## src/rtl/xcfi_mem_arbiter.sv

```systemverilog
// Two-requester (imem/dmem) arbiter onto one memory port, with an in-order id FIFO for routing responses.
// Define XCFI_ARB_ROUND_ROBIN_EN for last-grant round-robin; otherwise dmem has fixed priority.
module xcfi_mem_arbiter #(
  parameter int XLEN  = 32,
  parameter int DEPTH = 2
) (
  input  logic              clock,
  input  logic              reset,
  input  logic [1:0]        rq_req,
  input  logic [1:0]        rq_wen,
  input  logic [7:0]        rq_strb,
  input  logic [2*XLEN-1:0] rq_wdata,
  input  logic [2*XLEN-1:0] rq_addr,
  output logic [1:0]        rq_gnt,
  output logic [1:0]        rq_recv,
  input  logic [1:0]        rq_ack,
  output logic              rq_error,
  output logic [XLEN-1:0]   rq_rdata,
  output logic              m_req,
  output logic              m_wen,
  output logic [3:0]        m_strb,
  output logic [XLEN-1:0]   m_wdata,
  output logic [XLEN-1:0]   m_addr,
  input  logic              m_gnt,
  input  logic              m_recv,
  input  logic              m_error,
  input  logic [XLEN-1:0]   m_rdata,
  output logic              m_ack
);

  localparam int PW = (DEPTH > 1) ? $clog2(DEPTH) : 1;
  localparam int CW = PW + 1;

  logic          lock_reg, lock_next;
  logic          lock_id_reg, lock_id_next;
  logic [PW-1:0] wr_ptr_reg, rd_ptr_reg;
  logic [CW-1:0] count_reg, count_next;
  logic          id_mem [DEPTH];

  logic winner;
  logic sel;
  logic full;
  logic empty;
  logic push;
  logic pop;
  logic head_id;

`ifdef XCFI_ARB_ROUND_ROBIN_EN
  logic last_gnt_reg;

  // On contention, favour whoever did not win the previous accepted request.
  always_comb begin
    winner = rq_req[1];
    if (rq_req == 2'b11) begin
      winner = ~last_gnt_reg;
    end
  end

  always_ff @(posedge clock) begin
    if (reset) begin
      last_gnt_reg <= 1'b1;
    end else if (push) begin
      last_gnt_reg <= sel;
    end
  end
`else
  always_comb begin
    winner = rq_req[1];
  end
`endif

  assign sel   = lock_reg ? lock_id_reg : winner;
  assign full  = (count_reg == CW'(DEPTH));
  assign empty = (count_reg == '0);

  // Request path is purely combinational from the selected requester.
  assign m_req   = ~reset & rq_req[sel] & ~full;
  assign m_wen   = rq_wen[sel];
  assign m_strb  = sel ? rq_strb[7:4] : rq_strb[3:0];
  assign m_wdata = sel ? rq_wdata[2*XLEN-1:XLEN] : rq_wdata[XLEN-1:0];
  assign m_addr  = sel ? rq_addr[2*XLEN-1:XLEN] : rq_addr[XLEN-1:0];
  assign push    = m_req & m_gnt;

  assign head_id  = id_mem[rd_ptr_reg];
  assign m_ack    = ~reset & ~empty & rq_ack[head_id];
  assign pop      = m_recv & m_ack;
  assign rq_rdata = m_rdata;
  assign rq_error = m_error;

  generate
    for (genvar gi = 0; gi < 2; gi++) begin : g_port
      assign rq_gnt[gi]  = push & (sel == 1'(gi));
      assign rq_recv[gi] = ~reset & ~empty & m_recv & (head_id == 1'(gi));
    end
  endgenerate

  // A stalled request keeps its requester selected until accepted or withdrawn.
  always_comb begin
    lock_next    = lock_reg;
    lock_id_next = lock_id_reg;
    if (push) begin
      lock_next = 1'b0;
    end else if (m_req) begin
      lock_next    = 1'b1;
      lock_id_next = sel;
    end else if (lock_reg && !rq_req[lock_id_reg]) begin
      lock_next = 1'b0;
    end
  end

  always_comb begin
    count_next = count_reg;
    case ({push, pop})
      2'b10:   count_next = count_reg + CW'(1);
      2'b01:   count_next = count_reg - CW'(1);
      default: count_next = count_reg;
    endcase
  end

  always_ff @(posedge clock) begin
    if (reset) begin
      lock_reg    <= 1'b0;
      lock_id_reg <= 1'b0;
      wr_ptr_reg  <= '0;
      rd_ptr_reg  <= '0;
      count_reg   <= '0;
    end else begin
      lock_reg    <= lock_next;
      lock_id_reg <= lock_id_next;
      count_reg   <= count_next;
      if (push) begin
        wr_ptr_reg <= wr_ptr_reg + PW'(1);
      end
      if (pop) begin
        rd_ptr_reg <= rd_ptr_reg + PW'(1);
      end
    end
  end

  always_ff @(posedge clock) begin
    if (push) begin
      id_mem[wr_ptr_reg] <= sel;
    end
  end

endmodule

```

## config.mk

```make
export PLATFORM = sky130hd
export DESIGN_NAME = xcfi_mem_arbiter
export DESIGN_NICKNAME = d
export VERILOG_FILES = /design/src/rtl/xcfi_mem_arbiter.sv
export SDC_FILE = /design/constraint.sdc
export NUM_CORES = 1
export LEC_CHECK = 0
export ABC_AREA = 1
export BUFFER_PORTS_ARGS = -buffer_cell sky130_fd_sc_hd__buf_2
export CAP_MARGIN = 25
export CORE_AREA = 5 5 109 111
export CTS_BUF_LIST = sky130_fd_sc_hd__clkbuf_2
export CTS_CLUSTER_SIZE = 10
export DETAILED_ROUTE_END_ITERATION = 8
export DIE_AREA = 0 0 114 116
export PLACE_DENSITY = 0.55
export SETUP_SLACK_MARGIN = 0.15
export SLEW_MARGIN = 20
export SYNTH_ARGS = -nofsm -noshare
export SYNTH_HDL_FRONTEND = slang
export SYNTH_SLANG_ARGS = --single-unit
export TNS_END_PERCENT = 1
```

## constraint.sdc

```tcl
create_clock -name clock -period 2.7 [get_ports clock]
set_clock_uncertainty 0.1 [all_clocks]
set_input_delay 0.54 -clock clock [delete_from_list [all_inputs] [get_ports clock]]
set_output_delay 0.54 -clock clock [all_outputs]
set_load 0.02 [all_outputs]
```

# Word level (Yosys, flattened, before mapping)
# Memories as Yosys holds them, arrays and structs flattened. A register that Yosys moved wholly into a read port is not among the register bits.
# Cells that the tools add are included.
# word_totals
register_bits	6
mem_bits_rw	2
input_bits	179
output_inout_bits	108
elab_cells	59
n_memories	1
# mem_list
memory	depth	width	read_ports	rd_ports_with_merged_regs	write_ports	line	source
id_mem	2	1	1	1	1	38	logic id_mem [DEPTH];
# op_classes
addsub	4
order_cmp	3
eq_ne	3
muxes	19
bitwise	17
n_reduce_logical	7
# op_table
cell	n
two-way mux 32 bit	2
two-way mux 1 bit	15
AND 1 bit	11
< comparator 1 x 2 -> 1 bit (second input constant)	3
inverter 1 bit	6
equality test 2 bit (second input constant)	2
two-way mux 4 bit	1
one-hot mux 2 bit (2 select lines)	1
nonzero test 2 bit	2
adder 1 bit (second input constant)	2
adder 2 x 1 -> 2 bit (second input constant)	1
equality test 2 x 1 -> 1 bit (second input constant)	1
logical NOT 2 bit	1
AND reduction 2 bit	1
OR reduction 2 bit	1
subtractor 2 x 1 -> 2 bit (second input constant)	1
logical AND 1 bit	1
logical NOT 1 bit	1

# Depth between registers and ports, before layout
# Gate-level depths: netlist of run 1.
# depth
word_depth	8
ltp_mapped	10
depth_no_buf	10

# Worst setup path after synthesis of run 1
# OpenSTA, ideal clock, no wires.
# synth_timing
path_kind	input-to-output
from	input rq_req[1]
to	output rq_gnt[0]
arrival_time_ns	1.292
required_time_ns	2.060
path_slack_ns	0.768
stages	4
n_path_buf	1
cell_sequence	o21ai_4 -> inv_6 -> buf_6 -> nor2_2
# synth_via
elab_chain_cells	7
elab_cells_between_ends	8
cone_classes	3 x mux; 5 x bitwise
# synth_lines
item	line	source
start: declaration	9	input logic [1:0] rq_req,
two-way mux 1 bit (*)	72	assign sel = lock_reg ? lock_id_reg : winner;
via sel	41	logic sel;
two-way mux 1 bit (not written as such) (2 in a row)	77	assign m_req = ~reset & rq_req[sel] & ~full;
AND 1 bit (2 in a row)	77	
AND 1 bit	82	assign push = m_req & m_gnt;
AND 1 bit (*)	92	assign rq_gnt[gi] = push & (sel == 1'(gi));
end: declaration	14	output logic [1:0] rq_gnt,
# The timed path passes the listed nets; every way through them passes the cells marked *. The select of a mux whose other input is x is not followed.

# Final worst setup path of run 1
# layout_timing
from	register lock_id_reg
to	output m_addr[19]
# layout_via
elab_chain_cells	2
# layout_lines
item	line	source
start: declaration	35	logic lock_id_reg, lock_id_next;
start signal: assignment	129	lock_id_reg <= lock_id_next;
two-way mux 1 bit	72	
two-way mux 32 bit	81	assign m_addr = sel ? rq_addr[2*XLEN-1:XLEN] : rq_addr[XLEN-1:0];
end: declaration	23	output logic [XLEN-1:0] m_addr,
# No other way between the ends.

==> reports/qor.csv, run 1 <==
stage;metric;value;unit
run_status;outcome;completed;
cells_and_area;final_area;2660;um^2
floorplan;die_y;116;um
critical_path;crit_required;2060;ps
cts;clk_pin_slew;90;ps
synth;synth_cell_types;23;
cts;cts_resized;0;
synth;syn_inst;334;
power;p_per_area;343;nW/um^2
synth;ys.flop_type;dfxtp_1;
synth;syn_area;1740;um^2
drt;via_count;2454;
cts;cts_tree;done;
sta;rsz0062_at_grt;false;
critical_path;end_kind;primary output;
sta;max_freq;431;MHz
critical_path;cp_max_fo;72;
cts;htree_levels;1;
cells_and_area;multiInputGateArea;1070;um^2
cells_and_area;final_nets;694;
global_routing;antenna_found_initial;0;
sta;fin_crit_sh;86.0;%
sta;slew_headroom;65.1;%
drt;wirelength;6990;um
floorplan;core;10700;um^2
critical_path;start_kind;flop;
place;place_area;2640;um^2
synth;synth_seq_cells;9;
drt;viasPerCell;3.76;
global_routing;grt_pass1_vias;2252;
drt;ant_nets;0;
cells_and_area;n_antenna_cell;0;
sta;finalSetupTns;0;ps
global_routing;track_usage;8.85;%
sta;period_needed;2320;ps
drt;highest_layer;met4;
synth;synth_area_leaders;nand2_1, buf_4, buf_6;
power;irDropWorstVdd;129;uV
synth;netlist.area_leader.share;48.1;%
drt;wl_met3;704;um
place;finalWeightedCongestion;0.786;
drt;drtIter0Drc;55;
floorplan;num_io_pins;287;
cells_and_area;nFillCells;1244;
cts;clock_sinks;9;
synth;synth.net_count;514;
synth;ys_warn_count;0;
critical_path;crit_arrival;1680;ps
cts;cts_buffer_depth;2;
sta;hold_violations;0;
global_routing;grt_pass1_wl;9900;um
sta;setup_violations;0;
cts;cts_hold_buf;0;
cells_and_area;drive_gt1_share;45.8;%
synth;synth-async-reset-ratio;0;%
synth;yosysSeqAreaShare;11.5;%
floorplan;start_util;16.3;%
power;power;0.912;mW
cts;clk-insertion-delay-late;240;ps
drt;firstDrtPassIters;4;
cells_and_area;synthToLayoutAreaGrowth;53.0;%
floorplan;dieArea;13200;um^2
drt;drc;0;
synth;synth.avg_cell_area;5.21;um^2
drt;wl_per_cell;10.7;um
worst_hold_path;min_path_type;reg -> reg;
place;dp.final_hpwl;5910;um
cts;cts_made_buffers;3;
cts;post-cts-setup-buffers;0;
sta;tightest_slew;523;ps
critical_path;path_class;reg -> out;
power;p_leak;1.80;nW
run;cap_violations;0;
cells_and_area;regArea;200;um^2
synth;synth_area_leader_cell;nand2_1;
global_routing;grt_max_degree;73;
floorplan;num_rows;38;
place;io_buffers;220;
floorplan;die_w;114;um
cts;root_buffer;clkbuf_2;
global_routing;grt_remaining_overflow;0;
sta;slew_violations;0;
sta;whs;396;ps
synth;synth-edff-count;2;
drt;wl_met2;3540;um
drt;met1Wirelength;2680;um
## critical path: stages (launching register included)
cell and delay, ps:
dfxtp_1 350, inv_1 80, nand2_2 90, o21ai_4 90
inv_6 360, nand2_1 160, nand2_1 80, buf_2 160
## report_power, final
part           internal [mW]  total, mW  switching, mW
combinational          0.246      0.676          0.429
sequential             0.145      0.152        0.00667
clock                 0.0394     0.0849         0.0455
## cell type report
| type | count | area share, % |
|---|---|---|
| Clock buffer | 4 | 0.752 |
| Inverter | 16 | 2.44 |
| Tap cell | 140 | 6.58 |
| Sequential cell | 9 | 7.52 |
| Timing Repair Buffer | 222 | 42.4 |
| Multi-Input combinational cell | 262 | 40.3 |
## layout by cell type (no fill, tap or decap)
cell type and n:
nand3_2 1, buf_12 1, buf_4 1, nand4_1 3, nor2_1 15, inv_1 14, ha_1 1, nand3_1 1
nand2_2 1, inv_2 1, nand3_4 1, buf_2 220, nand3b_1 2, nand2_4 1, xor2_1 1, inv_6 1
o21ai_1 1, clkbuf_2 4, o21ai_0 3, nand2_1 223, a21oi_1 5, edfxtp_1 2, nor2_2 2, dfxtp_1 7
o21ai_4 1
## per-stage QoR
| stage | util (%) | setup slack [ps] | cells |
|---|---|---|---|
| 2_1_floorplan | - | 768 | 334 |
| 3_3_place_gp | 24.7 | 439 | 649 |
| 3_5_place_dp | 24.7 | 462 | 649 |
| 4_1_cts | 24.9 | 342 | 653 |
| 5_1_grt | 24.9 | 226 | 653 |
| 6_report | 24.9 | 379 | 653 |
## synth_stat cells (2+ instances only)
master and number:
nand4_1 3, nor2_2 2, o21ai_0 3, dfxtp_1 7, nand2_1 223, nor2_1 15, nand3b_1 2, inv_1 14
edfxtp_1 2, buf_4 34, a21oi_1 5, buf_6 13
## path summary, 6_finish.rpt
check	from	cells past startpoint	slack [ps]	end
setup / recovery	lock_id_reg	7	380	m_addr[19]
hold reg to reg	count_reg[1]	2	400	count_reg[1]
setup reg to reg	count_reg[0]	8	960	count_reg[1]
hold / removal	count_reg[1]	2	400	count_reg[1]
## kinds of logic (layout without fill, tap and decap cells)
kind of cell | after synthesis | count (layout) | share of synthesized area [%]
and+or+nand+nor | 250 | 250 | 56.9
xor gates and xnor gates | 1 | 1 | 0.504
AOI/OAI and AO/OA | 10 | 10 | 3.52
buffers and inverters | 63 | 242 | 26.8
adders and majority gates | 1 | 1 | 0.719
DFF | 9 | 9 | 11.5
## routing by layer
layer	up-vias	global-route usage, %
li1	1324	-
met1	995	10.4
met2	121	16.0
met3	14	2.40
met4	0	1.98
met5	-	0
(Power assumes the default switching activity.)
==> run 2: changes to the inputs <==
ABC_AREA = not set   (was 1)
CORE_AREA = 5 5 108 110   (was 5 5 109 111)
DIE_AREA = 0 0 113 115   (was 0 0 114 116)
PLACE_DENSITY = 0.54   (was 0.55)
==> run 2 against run 1 <==
  * Clock power increased by 2.9%
  * Final cell count decreased by 25%
  * Sequential power increased by 3%
  * Via count decreased by 20%
  * Register-to-register slack got worse by 350 ps
  * Total power decreased by 7.0%
  * Largest cell class unchanged
  * Sequential share of layout area about the same
==> reports/qor.csv, run 2 <==
stage;metric;value;unit
floorplan;num_io_pins;287;
cells_and_area;nFillCells;1148;
power;seqPwrFrac;18.4;%
cells_and_area;final_util;25.1;%
global_routing;grt_pass1_vias;1917;
cells_and_area;final_nets;531;
critical_path;cp_max_fo;37;
critical_path;rr_endpoint;count_reg[1];
drt;ant_nets;0;
drt;viasPerCell;4.01;
global_routing;antenna_found_initial;0;
global_routing;grt_pass1_wl;10000;um
power;p_leak;1.43;nW
cells_and_area;final_cell_mix;buf_2, mux2_2, nor2_1, mux2_4, dfxtp_1;
floorplan;core;10600;um^2
cts;cts_buffer_depth;2;
sta;period_needed;2430;ps
sta;setup_violations;0;
synth;synth_area_leaders;mux2_2, buf_4, dfxtp_1;
floorplan;num_rows;38;
floorplan;die_y;115;um
synth;synth.avg_cell_area;10.1;um^2
place;place_area;2590;um^2
synth;synth_most_common_cell;mux2_2;
cts;htree_levels;1;
drt;drtIter0Drc;38;
critical_path;worst_r2r_path_depth;6;
critical_path;path_cells;mux2i_4, buf_4, buf_12, mux2_2, buf_2;
cells_and_area;n_antenna_cell;0;
drt;wl_per_cell;15.3;um
drt;wirelength;7500;um
place;finalWeightedCongestion;0.760;
place;dp.final_hpwl;6570;um
floorplan;start_util;15.2;%
cells_and_area;regArea;201;um^2
power;p_comb_share;71.2;%
cts;clk_pin_slew;90;ps
sta;whs;381;ps
critical_path;critPathBufInv;3;
critical_path;crit_arrival;1790;ps
power;internal_power;0.482;mW
sta;hold_violations;0;
place;io_buffers;220;
synth;syn_area;1610;um^2
sta;slew_headroom;72.2;%
power;swShare;43.2;%
sta;rsz0062_at_grt;false;
sta;finalSetupTns;0;ps
run;cap_violations;0;
critical_path;cp_top_family;multiplexers;
floorplan;die_w;113;um
synth;yosysSeqAreaShare;12.4;%
cells_and_area;final_area;2660;um^2
power;irDropWorstVdd;173;uV
synth;syn_inst;159;
drt;firstDrtPassIters;4;
critical_path;path_class;reg -> out;
synth;netlist.area_leader.share;44.0;%
critical_path;crit_required;2060;ps
drt;drc;0;
power;clkPwrFrac;10.3;%
synth;synth_area_leader_cell;mux2_2;
global_routing;grt_remaining_overflow;0;
synth;synth_commonest_cells;mux2_2, buf_4, nor2_1;
drt;via_count;1966;
cells_and_area;synthToLayoutAreaGrowth;65.0;%
sta;slew_violations;0;
sta;max_freq;411;MHz
synth;synth-async-reset-ratio;0;%
cells_and_area;multiInputGateArea;1060;um^2
floorplan;dieArea;13000;um^2
power;p_per_area;319;nW/um^2
synth;synth-edff-count;2;
worst_hold_path;min_path_type;reg -> reg;
critical_path;crit_end;m_wdata[26];
sta;fin_crit_sh;90.1;%
cts;clk-insertion-delay-late;250;ps
cells_and_area;fin_cells;490;
place;dp.cells;482;
critical_path;slowest_delay;390;ps
cts;clock_sinks;9;
critical_path;crit_start;lock_reg;
sta;setup_ws;267;ps
synth;ys.flop_type;dfxtp_1;
critical_path;start_kind;flop;
synth;synth_cell_types;27;
global_routing;track_usage;9.60;%
critical_path;crit_slowest_cell;dfxtp_2;
cells_and_area;drive_gt1_share;87.1;%
place;place_ws;338;ps
cts;cts_hold_buf;0;
critical_path;end_kind;primary output;
synth;synth.net_count;339;
power;power;0.848;mW
sta;tightest_slew;416;ps
cts;cts_made_buffers;3;
global_routing;grt_max_degree;38;
cts;root_buffer;clkbuf_2;
run_status;outcome;completed;
cells_and_area;mostFrequentLayoutCell;buf_2;
power;p_switching;0.366;mW
synth;synth_seq_cells;9;
critical_path;r2r_slack;610;ps
synth;ys_warn_count;0;
cts;cts_tree;done;
critical_path;cp.depth;5;
-- run 2: logic make-up (layout without fill, tap and decap cells) --
kind of cell             Yosys count  count (layout)  share of synthesized area, %
flip-flops                         9               9                          12.4
buffers and inverters             42             233                          21.8
AND/OR/NAND/NOR                   23              23                          6.98
adder cells (fa/ha/maj)            1               1                         0.776
AO/OA/AOI/OAI                      8               8                          3.26
multiplexers                      74              74                          53.7
XOR/XNOR                           2               2                          1.09
-- run 2: final cells by class --
| cell class | count | area share (%) |
|---|---|---|
| multi-input combinational | 108 | 39.9 |
| timing repair buffer | 227 | 44.9 |
| inverter | 2 | 0.282 |
| clock buffer | 4 | 0.752 |
| sequential | 9 | 7.57 |
| tap | 140 | 6.58 |
-- run 2: worst min-delay path by stage --
stage,start,endpoint,slack (ps),cells after the start
after global routing,wr_ptr_reg,wr_ptr_reg,410,1
after detailed placement,wr_ptr_reg,wr_ptr_reg,370,1
after floorplan,wr_ptr_reg,wr_ptr_reg,350,1
final,wr_ptr_reg,wr_ptr_reg,380,1
after CTS,wr_ptr_reg,wr_ptr_reg,390,1
after global placement,wr_ptr_reg,wr_ptr_reg,360,1
-- run 2: power by group through the flow --
stage	sequential, mW	clock (mW)	combinational, mW
global placement	0.159	0	0.591
finish	0.156	0.0874	0.604
detailed placement	0.159	0	0.595
CTS	0.156	0.0902	0.597
floorplan	0.158	0	0.439
global route	0.158	0.0994	0.648
-- run 2: timing repair --
| action | CTS | global route |
|---|---|---|
| resized for setup | 0 | 1 |
| endpoints found under the setup margin | 0 | 2 |
| setup buffers | 0 | 3 |
-- run 2: routing by layer --
metal	global-route usage, %	wire [um]	vias to the layer above	share of wire [%]
li1	-	-	917	-
met1	12.6	2750	896	37
met2	14.7	3630	135	48
met3	3.11	894	18	12
met4	3.53	227	0	3.0
met5	0	0	-	0
